<file path="src/rtl/cc_alu_pkg.sv">
// Shared constants, opcode map and FSM encoding for the iterative ALU.
// Widths are also consumed by the PSR and register file.
package cc_alu_pkg;

    localparam int CC_BUS_W   = 32;
    localparam int CC_SEL_W   = 4;
    localparam int CC_SHAMT_W = 5;

    localparam logic [3:0] OP_ADD   = 4'b0000;
    localparam logic [3:0] OP_SUB   = 4'b0001;
    localparam logic [3:0] OP_AND   = 4'b0010;
    localparam logic [3:0] OP_OR    = 4'b0011;
    localparam logic [3:0] OP_XOR   = 4'b0100;
    localparam logic [3:0] OP_ANDN  = 4'b0101;
    localparam logic [3:0] OP_SLL   = 4'b0110;
    localparam logic [3:0] OP_SRL   = 4'b0111;
    localparam logic [3:0] OP_SRA   = 4'b1000;
    localparam logic [3:0] OP_PASSA = 4'b1001;

    typedef enum logic [1:0] {
        ST_IDLE  = 2'b00,
        ST_SHIFT = 2'b01,
        ST_DONE  = 2'b10
    } state_t;

    function automatic logic is_shift(input logic [3:0] op);
        return (op == OP_SLL) || (op == OP_SRL) || (op == OP_SRA);
    endfunction

endpackage

</file>
<file path="src/rtl/cc_alu_flag_gen.sv">
// Combinational V/C/N/Z generation from opcode, operands and raw result.
// cx_i carries the adder carry, subtract borrow or last shifted-out bit.
module cc_alu_flag_gen
    import cc_alu_pkg::*;
#(
    parameter int W = CC_BUS_W
) (
    input  logic [3:0]   op_i,
    input  logic [W-1:0] a_i,
    input  logic [W-1:0] b_i,
    input  logic [W-1:0] res_i,
    input  logic         cx_i,
    output logic         v_o,
    output logic         c_o,
    output logic         n_o,
    output logic         z_o
);

    always_comb begin
        v_o = 1'b0;
        c_o = 1'b0;
        n_o = res_i[W-1];
        z_o = (res_i == '0);
        case (op_i)
            OP_ADD: begin
                c_o = cx_i;
                v_o = (a_i[W-1] == b_i[W-1]) && (res_i[W-1] != a_i[W-1]);
            end
            OP_SUB: begin
                c_o = cx_i;
                v_o = (a_i[W-1] != b_i[W-1]) && (res_i[W-1] != a_i[W-1]);
            end
            OP_SLL, OP_SRL, OP_SRA: c_o = cx_i;
            default: ;
        endcase
    end

endmodule

</file>
<file path="src/rtl/cc_iterative_alu.sv">
// Multi-cycle ALU feeding the PSR: single-cycle arithmetic/logic,
// bit-serial shifts, registered result/flags and a Set_Conditions strobe.
module cc_iterative_alu
    import cc_alu_pkg::*;
#(
    parameter int DATAWIDTH_BUS           = CC_BUS_W,
    parameter int DATAWIDTH_ALU_SELECTION = CC_SEL_W,
    parameter int DATAWIDTH_SHAMT         = CC_SHAMT_W
) (
    input  logic                               CC_ALU_CLOCK_50,
    input  logic                               CC_ALU_RESET_InLow,
    input  logic                               CC_ALU_START,
    input  logic [DATAWIDTH_ALU_SELECTION-1:0] CC_ALU_SELECTION,
    input  logic                               CC_ALU_SETCC,
    input  logic [DATAWIDTH_BUS-1:0]           CC_ALU_DATA_A,
    input  logic [DATAWIDTH_BUS-1:0]           CC_ALU_DATA_B,
    output logic [DATAWIDTH_BUS-1:0]           CC_ALU_DATA_OUT,
    output logic                               CC_ALU_BUSY,
    output logic                               CC_ALU_DONE,
    output logic                               CC_ALU_Set_Conditions,
    output logic                               CC_ALU_overflow,
    output logic                               CC_ALU_carry,
    output logic                               CC_ALU_negative,
    output logic                               CC_ALU_zero
);

    localparam int W = DATAWIDTH_BUS;
    localparam int S = DATAWIDTH_SHAMT;
    localparam int O = DATAWIDTH_ALU_SELECTION;

    state_t         state_q, state_d;
    logic [W-1:0]   work_q, work_d;
    logic [W-1:0]   res_q, res_d;
    logic [S-1:0]   cnt_q, cnt_d;
    logic [O-1:0]   op_q, op_d;
    logic           setcc_q, setcc_d;
    logic           v_q, c_q, n_q, z_q;
    logic           v_d, c_d, n_d, z_d;

    logic [W:0]     sum;
    logic [W-1:0]   alu_r, sh_r, fg_res, fg_a;
    logic           alu_cx, sh_out, fg_cx;
    logic [O-1:0]   fg_op;
    logic           fv, fc, fn, fz;
    logic [S-1:0]   shamt;
    logic           idle;

    assign idle  = (state_q == ST_IDLE);
    assign shamt = CC_ALU_DATA_B[S-1:0];

    always_comb begin
        sum    = {1'b0, CC_ALU_DATA_A} + {1'b0, CC_ALU_DATA_B};
        alu_r  = '0;
        alu_cx = 1'b0;
        case (CC_ALU_SELECTION)
            OP_ADD: begin
                alu_r  = sum[W-1:0];
                alu_cx = sum[W];
            end
            OP_SUB: begin
                alu_r  = CC_ALU_DATA_A - CC_ALU_DATA_B;
                alu_cx = CC_ALU_DATA_A < CC_ALU_DATA_B;
            end
            OP_AND:  alu_r = CC_ALU_DATA_A & CC_ALU_DATA_B;
            OP_OR:   alu_r = CC_ALU_DATA_A | CC_ALU_DATA_B;
            OP_XOR:  alu_r = CC_ALU_DATA_A ^ CC_ALU_DATA_B;
            OP_ANDN: alu_r = CC_ALU_DATA_A & ~CC_ALU_DATA_B;
            OP_SLL, OP_SRL, OP_SRA, OP_PASSA: alu_r = CC_ALU_DATA_A;
            default: ;
        endcase
    end

    // One bit position per clock; sh_out is the bit leaving the word.
    always_comb begin
        sh_r   = work_q;
        sh_out = 1'b0;
        case (op_q)
            OP_SLL: {sh_out, sh_r} = {work_q, 1'b0};
            OP_SRL: {sh_r, sh_out} = {1'b0, work_q};
            OP_SRA: {sh_r, sh_out} = {work_q[W-1], work_q};
            default: ;
        endcase
    end

    assign fg_op  = idle ? CC_ALU_SELECTION : op_q;
    assign fg_a   = idle ? CC_ALU_DATA_A : work_q;
    assign fg_res = idle ? alu_r : sh_r;
    assign fg_cx  = idle ? alu_cx : sh_out;

    cc_alu_flag_gen #(.W(W)) u_flag_gen (
        .op_i  (fg_op),
        .a_i   (fg_a),
        .b_i   (CC_ALU_DATA_B),
        .res_i (fg_res),
        .cx_i  (fg_cx),
        .v_o   (fv),
        .c_o   (fc),
        .n_o   (fn),
        .z_o   (fz)
    );

    always_comb begin
        state_d = state_q;
        work_d  = work_q;
        cnt_d   = cnt_q;
        op_d    = op_q;
        setcc_d = setcc_q;
        res_d   = res_q;
        v_d     = v_q;
        c_d     = c_q;
        n_d     = n_q;
        z_d     = z_q;
        case (state_q)
            ST_IDLE: begin
                if (CC_ALU_START) begin
                    op_d    = CC_ALU_SELECTION;
                    setcc_d = CC_ALU_SETCC;
                    if (is_shift(CC_ALU_SELECTION) && shamt != '0) begin
                        work_d  = CC_ALU_DATA_A;
                        cnt_d   = shamt;
                        state_d = ST_SHIFT;
                    end else begin
                        res_d   = alu_r;
                        {v_d, c_d, n_d, z_d} = {fv, fc, fn, fz};
                        state_d = ST_DONE;
                    end
                end
            end
            ST_SHIFT: begin
                work_d = sh_r;
                cnt_d  = cnt_q - S'(1);
                if (cnt_d == '0) begin
                    res_d   = sh_r;
                    {v_d, c_d, n_d, z_d} = {fv, fc, fn, fz};
                    state_d = ST_DONE;
                end
            end
            ST_DONE: state_d = ST_IDLE;
            default: state_d = ST_IDLE;
        endcase
    end

    always_ff @(posedge CC_ALU_CLOCK_50 or negedge CC_ALU_RESET_InLow) begin
        if (!CC_ALU_RESET_InLow) begin
            state_q <= ST_IDLE;
            work_q  <= '0;
            cnt_q   <= '0;
            op_q    <= '0;
            setcc_q <= 1'b0;
            res_q   <= '0;
            v_q     <= 1'b0;
            c_q     <= 1'b0;
            n_q     <= 1'b0;
            z_q     <= 1'b0;
        end else begin
            state_q <= state_d;
            work_q  <= work_d;
            cnt_q   <= cnt_d;
            op_q    <= op_d;
            setcc_q <= setcc_d;
            res_q   <= res_d;
            v_q     <= v_d;
            c_q     <= c_d;
            n_q     <= n_d;
            z_q     <= z_d;
        end
    end

    assign CC_ALU_DATA_OUT       = res_q;
    assign CC_ALU_BUSY           = !idle;
    assign CC_ALU_DONE           = (state_q == ST_DONE);
    assign CC_ALU_Set_Conditions = CC_ALU_DONE & setcc_q;
    assign CC_ALU_overflow       = v_q;
    assign CC_ALU_carry          = c_q;
    assign CC_ALU_negative       = n_q;
    assign CC_ALU_zero           = z_q;

endmodule

</file>
<file path="config.mk">
export PLATFORM = sky130hd
export DESIGN_NAME = cc_iterative_alu
export DESIGN_NICKNAME = d
export VERILOG_FILES = /design/src/rtl/cc_alu_pkg.sv /design/src/rtl/cc_alu_flag_gen.sv /design/src/rtl/cc_iterative_alu.sv
export SDC_FILE = /design/constraint.sdc
export NUM_CORES = 1
export LEC_CHECK = 0
export ABC_CLOCK_PERIOD_IN_PS = 2700
export CORE_ASPECT_RATIO = 1.1
export CORE_MARGIN = 2
export CORE_UTILIZATION = 30
export DETAILED_ROUTE_END_ITERATION = 7
export PLACE_DENSITY = 0.47
export SETUP_SLACK_MARGIN = 0.4
export SYNTH_ARGS = -nofsm -noshare
export SYNTH_HDL_FRONTEND = slang
export SYNTH_SLANG_ARGS = --single-unit
</file>
<file path="constraint.sdc">
create_clock -name CC_ALU_CLOCK_50 -period 2.7 [get_ports CC_ALU_CLOCK_50]
set_input_delay 0.675 -clock CC_ALU_CLOCK_50 [delete_from_list [all_inputs] [get_ports CC_ALU_CLOCK_50]]
set_output_delay 0.675 -clock CC_ALU_CLOCK_50 [all_outputs]
set_load 0.02 [all_outputs]
</file>
==> summary.md <==
| Metric | Value |
|---|---|
| DRT Wirelength | between 50 and 60 mm |
| Skew final | slightly above 8 ps |
| Slew Viols, Final | 0 |
| Hold Path Class | in2async |
| Critical path peak fanout | 4 |
| Worst hold slack | 304.0 ps |
| PD cells | about 620 nW/um2 |
| Adder-cell share of the synthesized area | 12.98% |
| Global-route wire length before repair | between 80 and 90 mm |
| Post-placement setup slack | -1994 ps |
| Die X | between 150 and 200 um |
| Antenna violations before repair | 1 |
| Cell internal pwr | 6.931 mW |
| Crit Path Class | in2reg |
| RSZ-0062 raised after global routing | yes |
| Simple-gate portion of the synthesized area | 21.57% |
| IO buf count | 110 |
| Number of global-route vias before repair | roughly 14,000 |
| Worst vdd ir | between 500 and 600 uV |
| DRC Markers | 0 |
| Placed inst area | 16,050 um2 |
| LEAKAGE | 8.842 nW |
| Setup crit end kind | register |
| TritonCTS buffer count | 9 |
| Synth area leaders | dfrtp_1, ha_1, o21ai_0 |
| Clk_lat worst skew | 350 ps |
| Final Critical Period | about 3600 ps |
| Startpoint types | input port |
| Total Power | 12.46 mW |
| Sequential fraction of the synthesis area | 19.19% |
| Net count after synthesis | roughly 1,600 |
| H-tree depth | 3 |
| Slew headroom | roughly 55% |
| YS warnings | 0 |
| Final Worst Setup Slack | -935.1 ps |
| Max Cap Viol | 0 |
| Slew at the pin closest to its max-slew limit | 664.6 ps |
| Mux share of post-synthesis cell area | under 10% |
| Layout cells sized above 1 | 52.56% |
| HPWL after DPL | 43.06 mm |
| GP Congestion | 0.9993 |
| Post-synth EDFFs | 0 |
| WL/cell | about 22 um |
| Avg Cell Area, Syn | 7.132 um2 |
| XOR/XNOR Fraction of Synth Area | under 10% |
| Core Box Area | 34,200 um2 |
| CTS tree | built |
| Distinct cells, synth | 87 |
| Pin count of the biggest net entering global routing | 46 |
| Timing-limited maximum frequency | 0.2751 GHz |
| Total congestion overflow | 0 |
| Final instance area | ~20,000 um2 |
| #FFs+latches synth | 80 |
| Die span in y | 199.6 um |
| Status | complete, but fails checks |
| Cell Area, Synth | ~10,000 um2 |
| Asr flop ratio synth | 100.0% |
| Cells after Synth | 1,463 |
| Setup TNS Final | -14,090 ps |
| Arrival @ worst endpoint | 3910 ps |
| WP data required | 2980 ps |
| CTS clk-pin slew, worst paths | 60 ps |
| Comb pwr share | 70.7% |
| 1st-iter DRT viols | 1,192 |
| Clock network power share | 10.5% |
| Io pins | 111 |
| Sw Ratio | 44.36% |
| P_sw | between 5 and 6 mW |
| Reg2Reg Depth | 12 |
| Violated checks | negative setup slack |
| Leading area contributor after synthesis | dfrtp_1 |
| Initial core utilization | 30.51% |
| Clk buf depth | 2 |
| Vias | around 14,000 |
| Final setup vio count | 28 |
| Root Driver | clkbuf_16 |
| GRT Total Usage | 30.15% |
| Tcrit/Tclk final | 134.6% |
| Largest family of logic cells by synthesized area | compound AO/OA/AOI/OAI gates |
| Hold-fix buffers at CTS | 0 |
| Area grow syn2layout | 91.80% |
| Register share of total power | a little under a fifth |
| Antenna Nets Post-Route | 0 |
| Compound-Gate Fraction of Synth Area | 36.16% |
| Endpoints failing hold | 0 |
| Clk sink count | 80 |
| Ys flop type | dfrtp_1 |
| Die area | 36,290 um2 |
| Row cnt | between 70 and 80 |
| First-pass detailed-route iteration total | 6 |
| Share of the synthesized area in the top cell type | 19.19% |
| Layout net count | 2,303 |
| Via density | 5.557 |
-- logic make-up (layout without fill, tap and decap cells) --
group | after synthesis | count (layout)
compound gates | 573 | 574
simple gates | 473 | 474
buf+inv | 203 | 865
fa+ha+maj | 107 | 107
flops | 80 | 80
xor+xnor | 16 | 16
mux | 11 | 11
other cells | 0 | 1
-- cells in the final DEF, fill, tap and decap left out, types with 53 or more instances in the layout --
cell type	n
a21oi_1	103
nor2_1	108
clkdlybuf4s50_1	53
dfrtp_1	78
ha_1	58
buf_4	508
nand2_1	113
buf_6	105
inv_1	53
o21ai_0	62
-- through the flow --
step	utilization, %	cells
global placement	46.94	2409
CTS	54.63	2517
global route	58.50	2565
floorplan	-	1463
detailed placement	46.94	2409
finish	58.51	2566
-- Yosys cell counts (all sizes together) (11+ instances only) --
master / instances
a211oi: 23
a21o: 20
a21oi: 138
a221oi: 11
a222oi: 29
a31oi: 13
and2: 11
buf: 33
clkbuf: 66
dfrtp: 80
ha: 105
inv: 104
nand2: 175
nand2b: 12
nand3: 15
nand4: 19
nor2: 124
nor2b: 27
nor3: 29
nor4: 19
o211ai: 18
o21ai: 157
o21bai: 12
o221ai: 13
o22ai: 29
o311ai: 12
o31ai: 25
xnor2: 14
-- sequential cells by signal, indices dropped and copies added (netlist names) --
signal / flops
setcc_q: 1
CC_ALU_overflow: 1
CC_ALU_carry: 1
state_q: 2
work_q: 32
op_q: 4
CC_ALU_negative: 1
cnt_q: 5
CC_ALU_DATA_OUT: 32
CC_ALU_zero: 1
-- layer usage --
layer | global-route usage (%) | up-vias | share of wire, %
met5 | 0 | - | 0
met4 | 8.522 | 0 | 2.7
met3 | 2.424 | 86 | 4.7
met2 | 51.85 | 493 | 48
met1 | 40.50 | 6936 | 44
li1 | - | 6743 | -
-- power groups by stage --
stage	registers, mW	logic (mW)	clock network [mW]
global route	2.40	9.39	1.38
global placement	2.22	6.51	0
finish	2.34	8.81	1.31
detailed placement	2.24	6.52	0
CTS	2.24	7.55	1.33
floorplan	2.40	3.10	0
-- final timing paths --
| kind | startpoint | endpoint | slack (ps) |
|---|---|---|---|
| max | CC_ALU_DATA_A[0] | CC_ALU_zero | -940 |
| min | CC_ALU_RESET_InLow | work_q[6] | 300 |
| max reg2reg | op_q[0] | CC_ALU_zero | -570 |
| min reg2reg | CC_ALU_DATA_OUT[9] | CC_ALU_DATA_OUT[9] | 470 |
| max in group asynchronous | CC_ALU_RESET_InLow | CC_ALU_DATA_OUT[29] | 1760 |
| min in group CC_ALU_CLOCK_50 | CC_ALU_DATA_OUT[9] | CC_ALU_DATA_OUT[9] | 470 |
-- repair_timing --
action | CTS | global route
pin swaps | 146 | 100
resized for setup | 579 | 262
setup buffers | 89 | 40
cloned | 5 | 8
setup endpoints to repair | 77 | 76
-- worst max-delay path, cell delays in order --
cell	delay, ps
buf_6	70
buf_8	130
ha_4	140
inv_2	40
fa_2	380
nand2b_4	160
a21oi_4	170
o211ai_1	210
a21oi_2	300
a21oi_4	110
a311oi_2	240
a211oi_2	90
a2111o_1	410
or4_4	460
nor4_4	170
a2bb2oi_2	140
-- cell type report --
| type | instances | area, um2 |
|---|---|---|
| multi-input combinational | 1182 | 10090 |
| clock buffer | 10 | 239.0 |
| clock inverter | 4 | 70.07 |
| inverter | 104 | 471.7 |
| timing repair buffer | 747 | 6586 |
| sequential | 80 | 2004 |
| tap | 438 | 548.0 |
| fill | 3134 | 14190 |
| antenna | 1 | 2.502 |
(Power assumes the default switching activity.)
